==> src/rtl/adder.sv <==
// -----------------------------------------------------------------------------
// adder -- parameterised two's-complement adder built from 4-bit carry-lookahead
// groups whose group generate/propagate terms are chained group to group.
//
// The combinational result (sum, cout, ovf) settles in the same cycle as a/b.
// A registered copy (sum_q, cout_q, ovf_q) follows one clock later for
// pipelined consumers.
//
// Parameters:
//   WIDTH  operand/result width; a multiple of 4 in the range 4..64
//   GROUP  lookahead group size; the group logic below is written for 4 bits
//
// Ports:
//   clk     in   1      rising-edge system clock
//   rst     in   1      synchronous active-high reset (registered outputs only)
//   a       in   WIDTH  operand A
//   b       in   WIDTH  operand B
//   sum     out  WIDTH  (a + b) mod 2^WIDTH, combinational
//   cout    out  1      carry out of the MSB, combinational
//   ovf     out  1      signed overflow, combinational
//   sum_q   out  WIDTH  sum registered
//   cout_q  out  1      cout registered
//   ovf_q   out  1      ovf registered
// -----------------------------------------------------------------------------
module adder #(
   parameter int WIDTH = 32,
   parameter int GROUP = 4
) (
   input  logic             clk,
   input  logic             rst,
   input  logic [WIDTH-1:0] a,
   input  logic [WIDTH-1:0] b,
   output logic [WIDTH-1:0] sum,
   output logic             cout,
   output logic             ovf,
   output logic [WIDTH-1:0] sum_q,
   output logic             cout_q,
   output logic             ovf_q
);

   localparam int NG = WIDTH / GROUP;

   // Refuse to elaborate a configuration the hand-written group logic cannot
   // represent.
   if (GROUP != 4 || (WIDTH % 4) != 0 || WIDTH < 4 || WIDTH > 64) begin : gen_bad_cfg
      $error("adder: WIDTH must be a multiple of 4 in 4..64 and GROUP must be 4");
   end

   // Carry into each group; gc[0] is the (absent) carry-in, gc[NG] is cout.
   logic [NG:0] gc;

   assign gc[0] = 1'b0;

   for (genvar k = 0; k < NG; k++) begin : gen_grp
      logic [3:0] g;      // bit generate
      logic [3:0] p;      // bit propagate
      logic [3:0] c;      // carry into each bit of the group
      logic       grp_g;  // group generate
      logic       grp_p;  // group propagate
      logic       cin;

      assign g   = a[k*GROUP +: GROUP] & b[k*GROUP +: GROUP];
      assign p   = a[k*GROUP +: GROUP] ^ b[k*GROUP +: GROUP];
      assign cin = gc[k];

      // Internal carries are fully flattened so each one depends only on the
      // group's g/p and its carry-in, not on the carry of the bit below.
      assign c[0] = cin;
      assign c[1] = g[0]
                  | (p[0] & cin);
      assign c[2] = g[1]
                  | (p[1] & g[0])
                  | (p[1] & p[0] & cin);
      assign c[3] = g[2]
                  | (p[2] & g[1])
                  | (p[2] & p[1] & g[0])
                  | (p[2] & p[1] & p[0] & cin);

      assign grp_g = g[3]
                   | (p[3] & g[2])
                   | (p[3] & p[2] & g[1])
                   | (p[3] & p[2] & p[1] & g[0]);
      assign grp_p = &p;

      // Group-to-group carry: ripple across lookahead blocks.
      assign gc[k+1] = grp_g | (grp_p & cin);

      assign sum[k*GROUP +: GROUP] = p ^ c;
   end

   assign cout = gc[NG];

   // Overflow only when both operands share a sign and the result's sign differs.
   assign ovf = (a[WIDTH-1] == b[WIDTH-1]) & (sum[WIDTH-1] != a[WIDTH-1]);

   // Registered copy; reset takes priority over capture.
   always_ff @(posedge clk) begin
      if (rst) begin
         sum_q  <= '0;
         cout_q <= 1'b0;
         ovf_q  <= 1'b0;
      end else begin
         sum_q  <= sum;
         cout_q <= cout;
         ovf_q  <= ovf;
      end
   end

endmodule

==> config.mk <==
export PLATFORM = sky130hd
export DESIGN_NAME = adder
export DESIGN_NICKNAME = d
export VERILOG_FILES = /design/src/rtl/adder.sv
export SDC_FILE = /design/constraint.sdc
export NUM_CORES = 1
export LEC_CHECK = 0
export CELL_PAD_IN_SITES_DETAIL_PLACEMENT = 1
export CELL_PAD_IN_SITES_GLOBAL_PLACEMENT = 2
export CORE_MARGIN = 2
export CORE_UTILIZATION = 23
export CTS_BUF_LIST = sky130_fd_sc_hd__clkbuf_16
export DETAILED_ROUTE_END_ITERATION = 10
export HOLD_SLACK_MARGIN = 0.06
export PLACE_DENSITY_LB_ADDON = 0.2
export SKIP_LAST_GASP = 1
export SYNTH_ARGS = -nofsm -noshare
export SYNTH_HDL_FRONTEND = slang
export SYNTH_SLANG_ARGS = --single-unit
==> constraint.sdc <==
create_clock -name clk -period 6.45 [get_ports clk]
set_clock_uncertainty 0.2 [all_clocks]
set_input_delay 1.29 -clock clk [delete_from_list [all_inputs] [get_ports clk]]
set_output_delay 1.29 -clock clk [all_outputs]
set_load 0.01 [all_outputs]
Yosys cells after proc, flatten, opt, wreduce, memory -nomap -nowiden
Cells that the tools add are included.
{"block": "totals", "ram_bits": 0, "wordCells": 227, "romBits": 0, "latch_bits": 0, "inputBits": 66, "output_inout_bits": 68, "memories": 0, "reg_bits": 34}
{"block": "classes", "bitwise_logic": 215, "muxes": 0, "n_div": 0, "eq_ne": 2, "mul": 0, "n_reduce_logical": 7, "order_cmp": 0, "shift": 0, "addsub": 0}
{"operator": "AND 1 bit", "n": 115}
{"operator": "OR 1 bit", "n": 76}
{"operator": "bitwise XOR 4 bit", "n": 16}
{"operator": "AND 4 bit", "n": 8}
{"operator": "AND reduction 4 bit", "n": 7}
{"operator": "equality test 1 bit", "n": 1}
{"operator": "inequality test 1 bit", "n": 1}

Logic depth before layout (Yosys ltp)
{"block": "depth", "depth_word": 22, "mapped_depth": 11, "depth_no_buf": 11}

Worst setup path after synthesis
OpenSTA, ideal clock, no wires.
{"block": "synth_path", "kind": "input to output", "start": "input port a[2]", "end": "output port sum[17]", "arrival_time_ns": 3.649, "required_time_ns": 4.960, "path_buffers": 0, "path_slack_ns": 1.311, "stages": 10, "cell_sequence": "ha_1 > a41oi_1 > o21ai_2 > a41oi_1 > a21o_1 > a21oi_1 > o21a_1 > or2_2 > fa_1 > xor2_1"}
{"block": "synth_via", "elab_chain_cells": 14, "word_cells_on_any_way": 19, "classes_between": "bitwise (19)"}
{"item": "start: declaration", "line_no": "31", "source": "input logic [WIDTH-1:0] a,"}
{"item": "AND 4 bit / bitwise XOR 4 bit (equally long branches)", "line_no": "62, 63"}
{"item": "AND 1 bit (on tied branches)", "line_no": "80, 81, 82"}
{"item": "OR 1 bit (tied with other cells)", "line_no": "80", "source": "| (p[3] & g[2])"}
{"item": "OR 1 bit / AND 1 bit (equally long branches)", "line_no": "81, 82"}
{"item": "OR 1 bit (*)", "line_no": "82", "source": "| (p[3] & p[2] & p[1] & g[0]);"}
{"item": "AND 1 bit (*)", "line_no": "86", "source": "assign gc[k+1] = grp_g | (grp_p & cin);"}
{"item": "OR 1 bit (*)", "line_no": "86"}
{"item": "AND 1 bit (*)", "line_no": "86"}
{"item": "OR 1 bit (*)", "line_no": "86"}
{"item": "AND 1 bit (*)", "line_no": "86"}
{"item": "OR 1 bit (*)", "line_no": "86"}
{"item": "AND 1 bit (*)", "line_no": "70", "source": "| (p[0] & cin);"}
{"item": "OR 1 bit (*)", "line_no": "70"}
{"item": "bitwise XOR 4 bit (*)", "line_no": "88", "source": "assign sum[k*GROUP +: GROUP] = p ^ c;"}
{"item": "end: declaration", "line_no": "33", "source": "output logic [WIDTH-1:0] sum,"}
Mark *: on every way between the ends. The rest lies on a longest branch, timed or not.

Final worst setup path
{"block": "layout_path", "start": "input port a[1]", "end": "output port sum[17]"}
{"block": "layout_via", "elab_chain_cells": 13, "word_cells_on_any_way": 16, "classes_between": "bitwise (16)"}
{"item": "AND 4 bit / bitwise XOR 4 bit (equally long branches)", "line_no": "62, 63"}
{"item": "AND 1 bit (on tied branches)", "line_no": "81, 82"}
{"item": "OR 1 bit / AND 1 bit (equally long branches)", "line_no": "81, 82"}
{"item": "OR 1 bit (*)", "line_no": "82"}
{"item": "AND 1 bit (*)", "line_no": "86"}
{"item": "OR 1 bit (*)", "line_no": "86"}
{"item": "AND 1 bit (*)", "line_no": "86"}
{"item": "OR 1 bit (*)", "line_no": "86"}
{"item": "AND 1 bit (*)", "line_no": "86"}
{"item": "OR 1 bit (*)", "line_no": "86"}
{"item": "AND 1 bit (*)", "line_no": "70"}
{"item": "OR 1 bit (*)", "line_no": "70"}
{"item": "bitwise XOR 4 bit (*)", "line_no": "88"}
Marked as above.

==> reports/summary.txt <==
CP Class = in -> out
fmax = 163 MHz
largest family of logic cells by synthesized area = adder cells
share of the synthesized area in the top cell type = 28.3%
Synth cell types = 47
startpoint types = input pin
CP max FO = 4
Bufs and invs on worst path = 2
post-synthesis simple-gate area fraction = 18.4%
Crit-path slowest cell = clkdlybuf4s50_1
leakage power = 1.66 nW
row cnt = 37
period utilisation layout = 95.2%
initial antenna violation count = 0
violation count after the first detailed-route iteration = 31
Post-Route WL = 7330 microns
Final Util = 39.7%
P per Cell Area = 219 nW/um^2
worst slack, placed = 152 ps
Slew @ Worst Pin = 420 ps
Num CTS Buffers = 5
Synth warnings = 0
sequential element share of the synthesized area = 28.3%
# clock sinks = 34
overall routing resource usage = 13.0%
die area = 11300 sq um
Initial Util = 23.5%
RSZ-0062 raised after global routing = false
Pre-antenna DRT Iters = 4
Hold Fails Final Rpt = 0
Data arrival, critical path = 4650 ps
Root Buffer = clkbuf_16
port bufs = 133
ranking of synthesized cells by area = dfxtp_1 28%, ha_1 17%, nor2b_1 7.8%, fa_1 6.7%, xor2_1 4.7%
HP Class = in -> reg
critical path's top delay family = compound AO/OA/AOI/OAI gates
Diodes inserted = 0
Clk pin slew, worst setup/hold paths = 50 ps
Critical Path RT = 4960 ps
xor/xnor cell area share of the yosys netlist = 8.34%
#FFs+latches synth = 34
Die Ht = 106 microns
Routed WL per cell = 13.7 microns
setup_tns = 0 ps
max_cap viols = 0
DPL Wire Length = 6100 microns
total number of H-tree levels = 2
total gr overflow = 0
most frequent CP cell = clkdlybuf4s50_1
DP Area = 3910 sq um
Crit path largest cell delay = 560 ps
critical path, cell by cell = clkdlybuf4s50_1 -> ha_1 -> a41oi_1 -> o21ai_2 -> a41oi_2 -> a21o_1 -> a21oi_1 -> o21a_1 -> or2_2 -> fa_1 -> xor2_1 -> clkdlybuf4s50_1
Compound-Gate Fraction of Synth Area = 16.6%
most common cell after layout, fill and taps aside = clkdlybuf4s50_1
pin count of the biggest net entering global routing = 39
number of buffers on the longest clock path = 2
Post-DRT Antenna Nets = 0
core area = 10200 sq um
minimum clock period after layout = 6140 ps
number of global-route vias before repair = 2460
mux share of post-synthesis cell area = 2.55%
setup bufs post-CTS = 0
synthesized net count = 364
Routability Congestion = 0.719
top cell type by total area after synthesis = dfxtp_1
Slew HR = 72.0%
Post-Layout Inst Area = 4060 sq um
Synth Cell Area = 2400 sq um
Final Net Count = 504
layout cells sized above 1 = 6.02%
VDD IR max = 0.0988 mV
Avg Synthesized Cell Area = 9.31 sq um
setup violators final = 0
I/O Pins = 134
Critical Path End Type = primary output
outcome = complete, no violations
P&R area growth vs syn = 69.0%
Placed Instances = 527
Finished Layout Cells = 535
CTS tree = yes
most frequent cells in the layout = 133 x clkdlybuf4s50_1, 34 x dfxtp_1, 32 x ha_1, 30 x nor2b_1, 21 x a21oi_1
die extent in x = 106 microns
Synth Instances = 258
drt drc = 0
global-route wire length before repair = 11800 microns
worst setup slack after layout = 312 ps
routed vias = 2341
Synth Area in Adders = 23.3%
routed vias/inst = 4.38
Slew Limit Fails = 0
-- layout make-up --
class / count / area (sq um)
clock buffer: 5 / 125
clock inverter: 3 / 11.3
fill: 1189 / 6170
inverter: 7 / 26.3
multi-input combinational: 212 / 1680
sequential: 34 / 681
tap: 136 / 170
timing repair buffer: 138 / 1370
-- kinds of logic (layout without fill, tap and decap cells) --
| group | count (synthesis) | in the layout |
|---|---|---|
| AOI/OAI and AO/OA | 59 | 59 |
| xor gates and xnor gates | 22 | 22 |
| adders and majority gates | 40 | 40 |
| buffers and inverters | 12 | 153 |
| DFF | 34 | 34 |
| muxes | 5 | 5 |
| and+or+nand+nor | 86 | 86 |
-- cells in the mapped netlist, drive strengths merged --
cell type	instances
o221a	1
a31oi	2
a311o	1
buf	1
a22oi	1
clkbuf	4
a32oi	1
nand3	7
nand2b	2
a31o	1
nand3b	1
mux2i	2
o221ai	1
o21a	1
xor2	13
o21bai	3
nor2	13
o2bb2ai	1
inv	7
o22ai	3
fa	8
and2	1
nor2b	30
o31ai	1
nand2	19
a311oi	1
a211o	1
o31a	1
a21o	6
nand4	2
nor3	6
o21ai	9
ha	32
xnor2	9
a21oi	21
a211oi	1
mux2	3
or2	3
and3	2
a41oi	2
dfxtp	34
-- power breakdown --
part           switching (W)  leakage, nW  internal (W)
Combinational       0.000175         1.31      0.000239
Clock              0.0000895       0.0663      0.000139
Sequential        0.00000680        0.283      0.000239
-- state kept, by name, indices dropped and copies added (netlist names) --
register  flops
sum_q        32
cout_q        1
ovf_q         1
-- final timing paths --
kind | from | endpoint | cells past startpoint
setup / recovery | a[1] | sum[17] | 12
hold / removal | b[0] | sum_q[0] | 3
-- through the flow --
step / hold WS (ps) / power [W]
finish: 1580 / 0.000888
floorplan: 1330 / 0.000444
detailed placement: 1830 / 0.000669
CTS: 1580 / 0.000907
global placement: 1830 / 0.000666
global route: 1620 / 0.000948
-- what timing repair did --
action,4_1_cts,5_1_grt
resized for setup,0,2
endpoints found under the setup margin,0,1
hold buffers,0,0
-- routing by layer --
| layer | track usage, % | wire (microns) | vias to the layer above |
|---|---|---|---|
| li1 | - | - | 1191 |
| met1 | 15.9 | 3200 | 1073 |
| met2 | 23.5 | 3650 | 75 |
| met3 | 2.51 | 433 | 2 |
| met4 | 2.54 | 38 | 0 |
| met5 | 0 | 0 | - |
Power figures use the tool's default switching activity.
